**config.mk**
```make
export PLATFORM = sky130hd
export DESIGN_NAME = axis2fifo_packer
export DESIGN_NICKNAME = d
export VERILOG_FILES = /design/src/rtl/axis2fifo_packer.sv
export SDC_FILE = /design/constraint.sdc
export NUM_CORES = 1
export LEC_CHECK = 0
export CORE_AREA = 2 2 159 161
export CTS_BUF_LIST = sky130_fd_sc_hd__clkbuf_8
export CTS_CLUSTER_SIZE = 25
export DETAILED_ROUTE_END_ITERATION = 8
export DIE_AREA = 0 0 161 163
export DONT_BUFFER_PORTS = 1
export GPL_ROUTABILITY_DRIVEN = 1
export GPL_TIMING_DRIVEN = 0
export SLEW_MARGIN = 20
export SYNTH_ARGS = -nofsm -noshare
export SYNTH_HDL_FRONTEND = slang
export SYNTH_SLANG_ARGS = --single-unit
```
**constraint.sdc**
```tcl
create_clock -name S_AXIS_ACLK -period 2.2 [get_ports S_AXIS_ACLK]
set_clock_uncertainty 0.15 [all_clocks]
set_input_delay 0 -clock S_AXIS_ACLK [delete_from_list [all_inputs] [get_ports S_AXIS_ACLK]]
set_output_delay 0 -clock S_AXIS_ACLK [all_outputs]
set_load 0.02 [all_outputs]
```
**src/rtl/axis2fifo_packer.sv**
```systemverilog
// axis2fifo_packer: packs four AXI4-Stream video beats into one FDW-bit FIFO word
// and checks line/frame geometry on the way.
// Optional feature macro: AXIS2FIFO_LEVEL_THROTTLE_EN (throttle TREADY on FIFO fill level).
module axis2fifo_packer #(
  parameter int unsigned FDW               = 128,
  parameter int unsigned FAW               = 8,
  parameter int unsigned AXIS_DATA_WIDTH   = 32,
  parameter int unsigned PIXELS_HORIZONTAL = 1280,
  parameter int unsigned PIXELS_VERTICAL   = 1024,
  parameter int unsigned ALMOST_FULL_LEVEL = 240
) (
  input  logic                         S_AXIS_ACLK,
  input  logic                         S_AXIS_ARESET,
  input  logic                         S_AXIS_TVALID,
  output logic                         S_AXIS_TREADY,
  input  logic [AXIS_DATA_WIDTH-1:0]   S_AXIS_TDATA,
  input  logic [AXIS_DATA_WIDTH/8-1:0] S_AXIS_TSTRB,
  input  logic                         S_AXIS_TLAST,
  input  logic                         S_AXIS_USER,
  output logic                         fwr_vld,
  input  logic                         fwr_rdy,
  output logic [FDW-1:0]               fwr_dout,
  input  logic                         fwr_full,
  input  logic [FAW:0]                 fwr_cnt,
  output logic                         frame_done,
  output logic                         err_short_line,
  output logic                         err_long_line,
  output logic                         err_early_sof
);

  localparam int unsigned Lanes        = 4;
  localparam int unsigned BeatsPerLine = PIXELS_HORIZONTAL / 4;
  localparam int unsigned BeatW        = (BeatsPerLine > 1) ? $clog2(BeatsPerLine) : 1;
  localparam int unsigned LineW        = (PIXELS_VERTICAL > 1) ? $clog2(PIXELS_VERTICAL) : 1;
  localparam logic [BeatW-1:0] LastBeat = BeatW'(BeatsPerLine - 1);
  localparam logic [LineW-1:0] LastLine = LineW'(PIXELS_VERTICAL - 1);

  typedef enum logic [0:0] {StWaitSof, StRun} state_e;

  state_e             state_q, state_d;
  logic [1:0]         lane_q, lane_d;
  logic [BeatW-1:0]   beat_q, beat_d;
  logic [LineW-1:0]   line_q, line_d;
  logic [FDW-1:0]     pack_q, pack_d;
  logic [FDW-1:0]     out_q, out_d;
  logic               vld_q, vld_d;
  logic               done_q, done_d;
  logic               short_q, short_d;
  logic               long_q, long_d;
  logic               sof_q, sof_d;
  logic [FDW-1:0]     word;
  logic               word_done;
  logic               accept;
  logic               end_line;

`ifdef AXIS2FIFO_LEVEL_THROTTLE_EN
  localparam logic [FAW:0] AlmostFull = (FAW + 1)'(ALMOST_FULL_LEVEL);
  logic unused_in;
  assign unused_in = ^{fwr_full, S_AXIS_TSTRB};
`else
  logic unused_in;
  assign unused_in = ^{fwr_full, fwr_cnt, S_AXIS_TSTRB};
`endif

  // Ready: stall only a beat that would complete a word while the output word is still pending.
  // An early TLAST also completes (pads) a word, so it is stalled the same way as lane 3.
  always_comb begin
    word_done     = (state_q == StRun) & ((lane_q == 2'd3) | (S_AXIS_TLAST & ~S_AXIS_USER));
    S_AXIS_TREADY = ~word_done | ~vld_q | fwr_rdy;
`ifdef AXIS2FIFO_LEVEL_THROTTLE_EN
    if (fwr_cnt >= AlmostFull) S_AXIS_TREADY = 1'b0;
`endif
  end

  assign accept = S_AXIS_TVALID & S_AXIS_TREADY;

  // Current pack register with the incoming beat dropped into its lane (first beat = MSBs).
  always_comb begin
    word = pack_q;
    for (int i = 0; i < Lanes; i++) begin
      if (lane_q == 2'(i)) begin
        word[(Lanes - 1 - i) * AXIS_DATA_WIDTH +: AXIS_DATA_WIDTH] = S_AXIS_TDATA;
      end
    end
  end

  // Next-state: frame/line tracking, packing, output handoff and status pulses.
  always_comb begin
    state_d  = state_q;
    lane_d   = lane_q;
    beat_d   = beat_q;
    line_d   = line_q;
    pack_d   = pack_q;
    out_d    = out_q;
    vld_d    = vld_q & ~fwr_rdy;
    done_d   = 1'b0;
    short_d  = 1'b0;
    long_d   = 1'b0;
    sof_d    = 1'b0;
    end_line = S_AXIS_TLAST | (beat_q == LastBeat);
    if (accept) begin
      unique case (state_q)
        StWaitSof: begin
          if (S_AXIS_USER) begin
            pack_d  = {S_AXIS_TDATA, {(FDW - AXIS_DATA_WIDTH){1'b0}}};
            lane_d  = 2'd1;
            beat_d  = BeatW'(1);
            line_d  = '0;
            state_d = StRun;
          end
        end
        StRun: begin
          if (S_AXIS_USER && ((line_q != '0) || (beat_q != '0))) begin
            // Restart: partial pack is dropped, a pending output word is left alone.
            sof_d  = 1'b1;
            pack_d = {S_AXIS_TDATA, {(FDW - AXIS_DATA_WIDTH){1'b0}}};
            lane_d = 2'd1;
            beat_d = BeatW'(1);
            line_d = '0;
          end else begin
            short_d = S_AXIS_TLAST & (beat_q != LastBeat);
            long_d  = ~S_AXIS_TLAST & (beat_q == LastBeat);
            if ((lane_q == 2'd3) || end_line) begin
              // Unfilled lanes of pack_q are already zero, giving the padding for short lines.
              out_d  = word;
              vld_d  = 1'b1;
              pack_d = '0;
              lane_d = 2'd0;
            end else begin
              pack_d = word;
              lane_d = lane_q + 2'd1;
            end
            if (end_line) begin
              beat_d = '0;
              if (line_q == LastLine) begin
                done_d  = 1'b1;
                line_d  = '0;
                state_d = StWaitSof;
              end else begin
                line_d = line_q + LineW'(1);
              end
            end else begin
              beat_d = beat_q + BeatW'(1);
            end
          end
        end
        default: state_d = StWaitSof;
      endcase
    end
  end

  // State and output registers with synchronous reset.
  always_ff @(posedge S_AXIS_ACLK) begin
    if (S_AXIS_ARESET) begin
      state_q <= StWaitSof;
      lane_q  <= '0;
      beat_q  <= '0;
      line_q  <= '0;
      pack_q  <= '0;
      out_q   <= '0;
      vld_q   <= 1'b0;
      done_q  <= 1'b0;
      short_q <= 1'b0;
      long_q  <= 1'b0;
      sof_q   <= 1'b0;
    end else begin
      state_q <= state_d;
      lane_q  <= lane_d;
      beat_q  <= beat_d;
      line_q  <= line_d;
      pack_q  <= pack_d;
      out_q   <= out_d;
      vld_q   <= vld_d;
      done_q  <= done_d;
      short_q <= short_d;
      long_q  <= long_d;
      sof_q   <= sof_d;
    end
  end

  assign fwr_vld        = vld_q;
  assign fwr_dout       = out_q;
  assign frame_done     = done_q;
  assign err_short_line = short_q;
  assign err_long_line  = long_q;
  assign err_early_sof  = sof_q;

endmodule

```
==> flow_metrics.py <==
metrics = {
    "global_routing": {
        "grt_max_degree": 13,
        "antenna_found_initial": 0,
        "grt_pass1_vias": 8849,
        "grt_pass1_wl_mm": 53.9,
        "grt.total_usage_pct": 26.5,
        "grt_remaining_overflow": 0,
    },
    "hold_path": {
        "min_from": "S_AXIS_TLAST",
        "timing.hold.worst.class": "in2reg",
        "holdPathStages": 4,
        "min_to": "err_short_line",
    },
    "setup_path": {
        "crit_path_end_kind": "flip-flop",
        "rr_worst_depth": 9,
        "cp_cell_sequence": "nor3_2, nand4_1, o31a_1, buf_6, or3_4, nor3_4, buf_6, clkbuf_16, a22o_1",
        "cp_common_cell": "buf_6",
        "worstReg2RegEnd": "pack_q[91]",
        "crit_slowest_cell": "or3_4",
        "required_ns": 2.54,
        "critPathMaxStageDelay_ns": 0.42,
        "r2r_start": "line_q[6]",
        "worstPathMaxFanout": 6,
        "cp-start-kind": "flip-flop",
        "reg2reg_slack_ns": -0.31,
        "arrival_ns": 2.86,
        "crit_type": "reg2reg",
    },
    "run": {
        "timing.max_cap.violations": 0,
    },
    "die": {
        "initial_utilization_pct": 43.9,
        "die_h_um": 163,
        "core_um2": 24700,
        "rows": 58,
        "io_pins": 186,
        "die_x_um": 161,
        "die-area_um2": 26200,
    },
    "sta": {
        "finalCriticalPeriod_ns": 2.51,
        "final_hold_viol_count": 0,
        "hold_slack_ns": 0.0926,
        "rsz0062_at_grt": "true",
        "slew_violations": 0,
        "period_share_pct": 114,
        "clock.fmax_ghz": 0.398,
        "slew_headroom_pct": 43.1,
        "tightest_slew_ns": 0.854,
        "fin_ws_ns": -0.315,
        "finalSetupViolCount": 229,
    },
    "cts": {
        "htreeDepth": 2,
        "clock_sinks": 283,
        "cts_buffers": 47,
        "clock_tree.root_cell": "clkbuf_8",
        "clkTransAtPathRegs_ns": 0.06,
        "cts_tree": "yes",
        "clk_latency_ns": 0.56,
        "clockBufferDepth": 3,
    },
    "finish": {
        "n_fill_cell": 1946,
        "layout_common_cells": "dfxtp_1, mux2i_1, a211oi_2",
        "mostFrequentLayoutCell": "dfxtp_1",
        "multi_input_area_um2": 6110,
        "synthToLayoutAreaGrowth_pct": 45.7,
        "fin_nets": 1266,
        "diodes": 0,
        "drive_gt1_share_pct": 37.8,
        "ff_latch_area_um2": 5680,
    },
    "run_status": {
        "status": "finished, violations left",
        "violations": "negative setup slack",
    },
    "yosys": {
        "ys_async_sr_fraction_pct": 0,
        "ys_seq_area_share_pct": 52.3,
        "synth-edff-count": 0,
        "netlist_instances": 1049,
        "yosys_warnings": 0,
        "syn_area_per_cell_um2": 10.3,
        "synth_flop_cell": "dfxtp_1",
        "synth_cell_types": 48,
        "synth-seq-cells": 283,
        "syn-cell-area_um2": 10800,
        "syn_nets": 1109,
    },
    "placement": {
        "hpwl_mm": 21.1,
        "gp_congestion": 0.803,
        "place.port_buffers": 0,
    },
    "route": {
        "drt_first_pass_iters": 5,
        "first_iter_violations": 633,
        "via_count": 9033,
        "drt.antenna.violating_nets": 0,
        "wirelength_mm": 36.0,
        "wl_per_cell_um": 23.0,
        "routed_via_density": 5.75,
        "drc": 0,
    },
    "power_and_ir_drop": {
        "power.density_nw_per_um2": 726,
        "finalPower_uw": 11500,
        "vdd_drop_max_mv": 0.524,
        "power_leakage_uw": 0.00577,
    },
}
[synthesized netlist by cell type, types with 2 or more instances]
library cell    n  area [um2]
a31oi_1         2        12.5
a21oi_1        14        70.1
o21ai_0        10        50.1
buf_2          32         160
dfxtp_1       283        5670
nand4_1         7        43.8
xor2_1          5        43.8
nor3_1          6        30.0
nand3b_1        3        22.5
nor3_2          3        30.0
ha_1            8         100
or3_1           3        18.8
nand3_1        15        75.1
nor3b_1         2        15.0
nand2_1        16        60.1
or4_1           2        15.0
nor4_1          4        25.0
and2_1         32         200
nor2_1        146         548
clkbuf_1       54         203
mux2i_1       129        1290
xnor2_1         2        17.5
a211oi_1      130         976
o22ai_2         3        37.5
buf_1           6        22.5
o31ai_1         3        22.5
nand2b_1        6        37.5
inv_1          10        37.5
a22o_1         94         823
[worst max-delay path by stage]
| stage | startpoint | to | slack, ns | depth (start not counted) |
|---|---|---|---|---|
| 6_report | line_q[6] | pack_q[91] | -0.31 | 9 |
| 5_1_grt | line_q[3] | fwr_dout[103] | -0.41 | 12 |
| 4_1_cts | line_q[9] | pack_q[94] | -0.34 | 9 |
| 3_5_place_dp | lane_q[0] | fwr_dout[78] | -0.87 | 9 |
| 3_3_place_gp | lane_q[0] | fwr_dout[30] | -0.90 | 9 |
| 2_1_floorplan | line_q[4] | line_q[3] | -0.1 | 9 |
[power by group]
part           switching [uW]  total, uW  internal (uW)
Combinational             755       1370            619
Sequential                257       5530           5270
Clock                    2090       4550           2470
Total                    3100      11500           8360
[flip-flops by register name (all words and copies together) (netlist names), 2 cells and up]
signal and count:
lane_q 2, beat_q 9, pack_q 128, line_q 10, fwr_dout 128
[what timing repair did]
action / in CTS / in global routing
hold buffers: 36 / 1
setup endpoints to repair: 281 / 280
gates resized for setup: 366 / 175
endpoints found under the hold margin: 251 / 7
gates cloned: 28 / 7
pin swaps: 103 / 81
buffers inserted: 44 / 23
[worst max-delay path, delay by kind of cell, from the launching register on]
family                 cells  cell delay, ns
AND/OR/NAND/NOR            4            1.06
flip-flops                 1            0.35
AO/OA/AOI/OAI              2            0.44
buffers and inverters      3            0.46
[metal layers]
metal	track usage (%)	vias up	routed length [um]
met3	7.66	57	2600
met5	0	-	0
met2	42.8	268	16700
met4	6.94	0	772
li1	-	4180	-
met1	34.9	4528	15900
[cells by family after synthesis]
kind of cell / synth area share, %
AO/OA/AOI/OAI: 19.4
buffers and inverters: 4.01
adder cells (fa/ha/maj): 0.924
XOR/XNOR: 0.566
AND/OR/NAND/NOR: 10.9
flip-flops: 52.3
multiplexers: 11.9
[layout make-up]
cell class / count / area share [%]
clock buffer: 61 / 5.32
multi-input combinational: 663 / 38.7
sequential: 283 / 36.0
clock inverter: 22 / 0.571
buffer: 80 / 5.67
inverter: 10 / 0.238
timing repair buffer: 121 / 10.8
tap: 330 / 2.62
[through the flow]
step | instances | worst slack [ns] | TNS (ns) | util [%] | area, um2
after detailed placement | 1379 | -0.865 | -168.69 | 46.3 | 11400
after global routing | 1570 | -0.408 | -65.92 | 63.9 | 15800
after floorplan | 1049 | -0.0995 | -5.76 | - | 11000
after CTS | 1562 | -0.336 | -59.52 | 61.9 | 15300
after global placement | 1379 | -0.901 | -178.28 | 46.3 | 11400
final | 1570 | -0.315 | -46.94 | 63.9 | 15800
No activity file was read; power rests on OpenSTA's default activity.
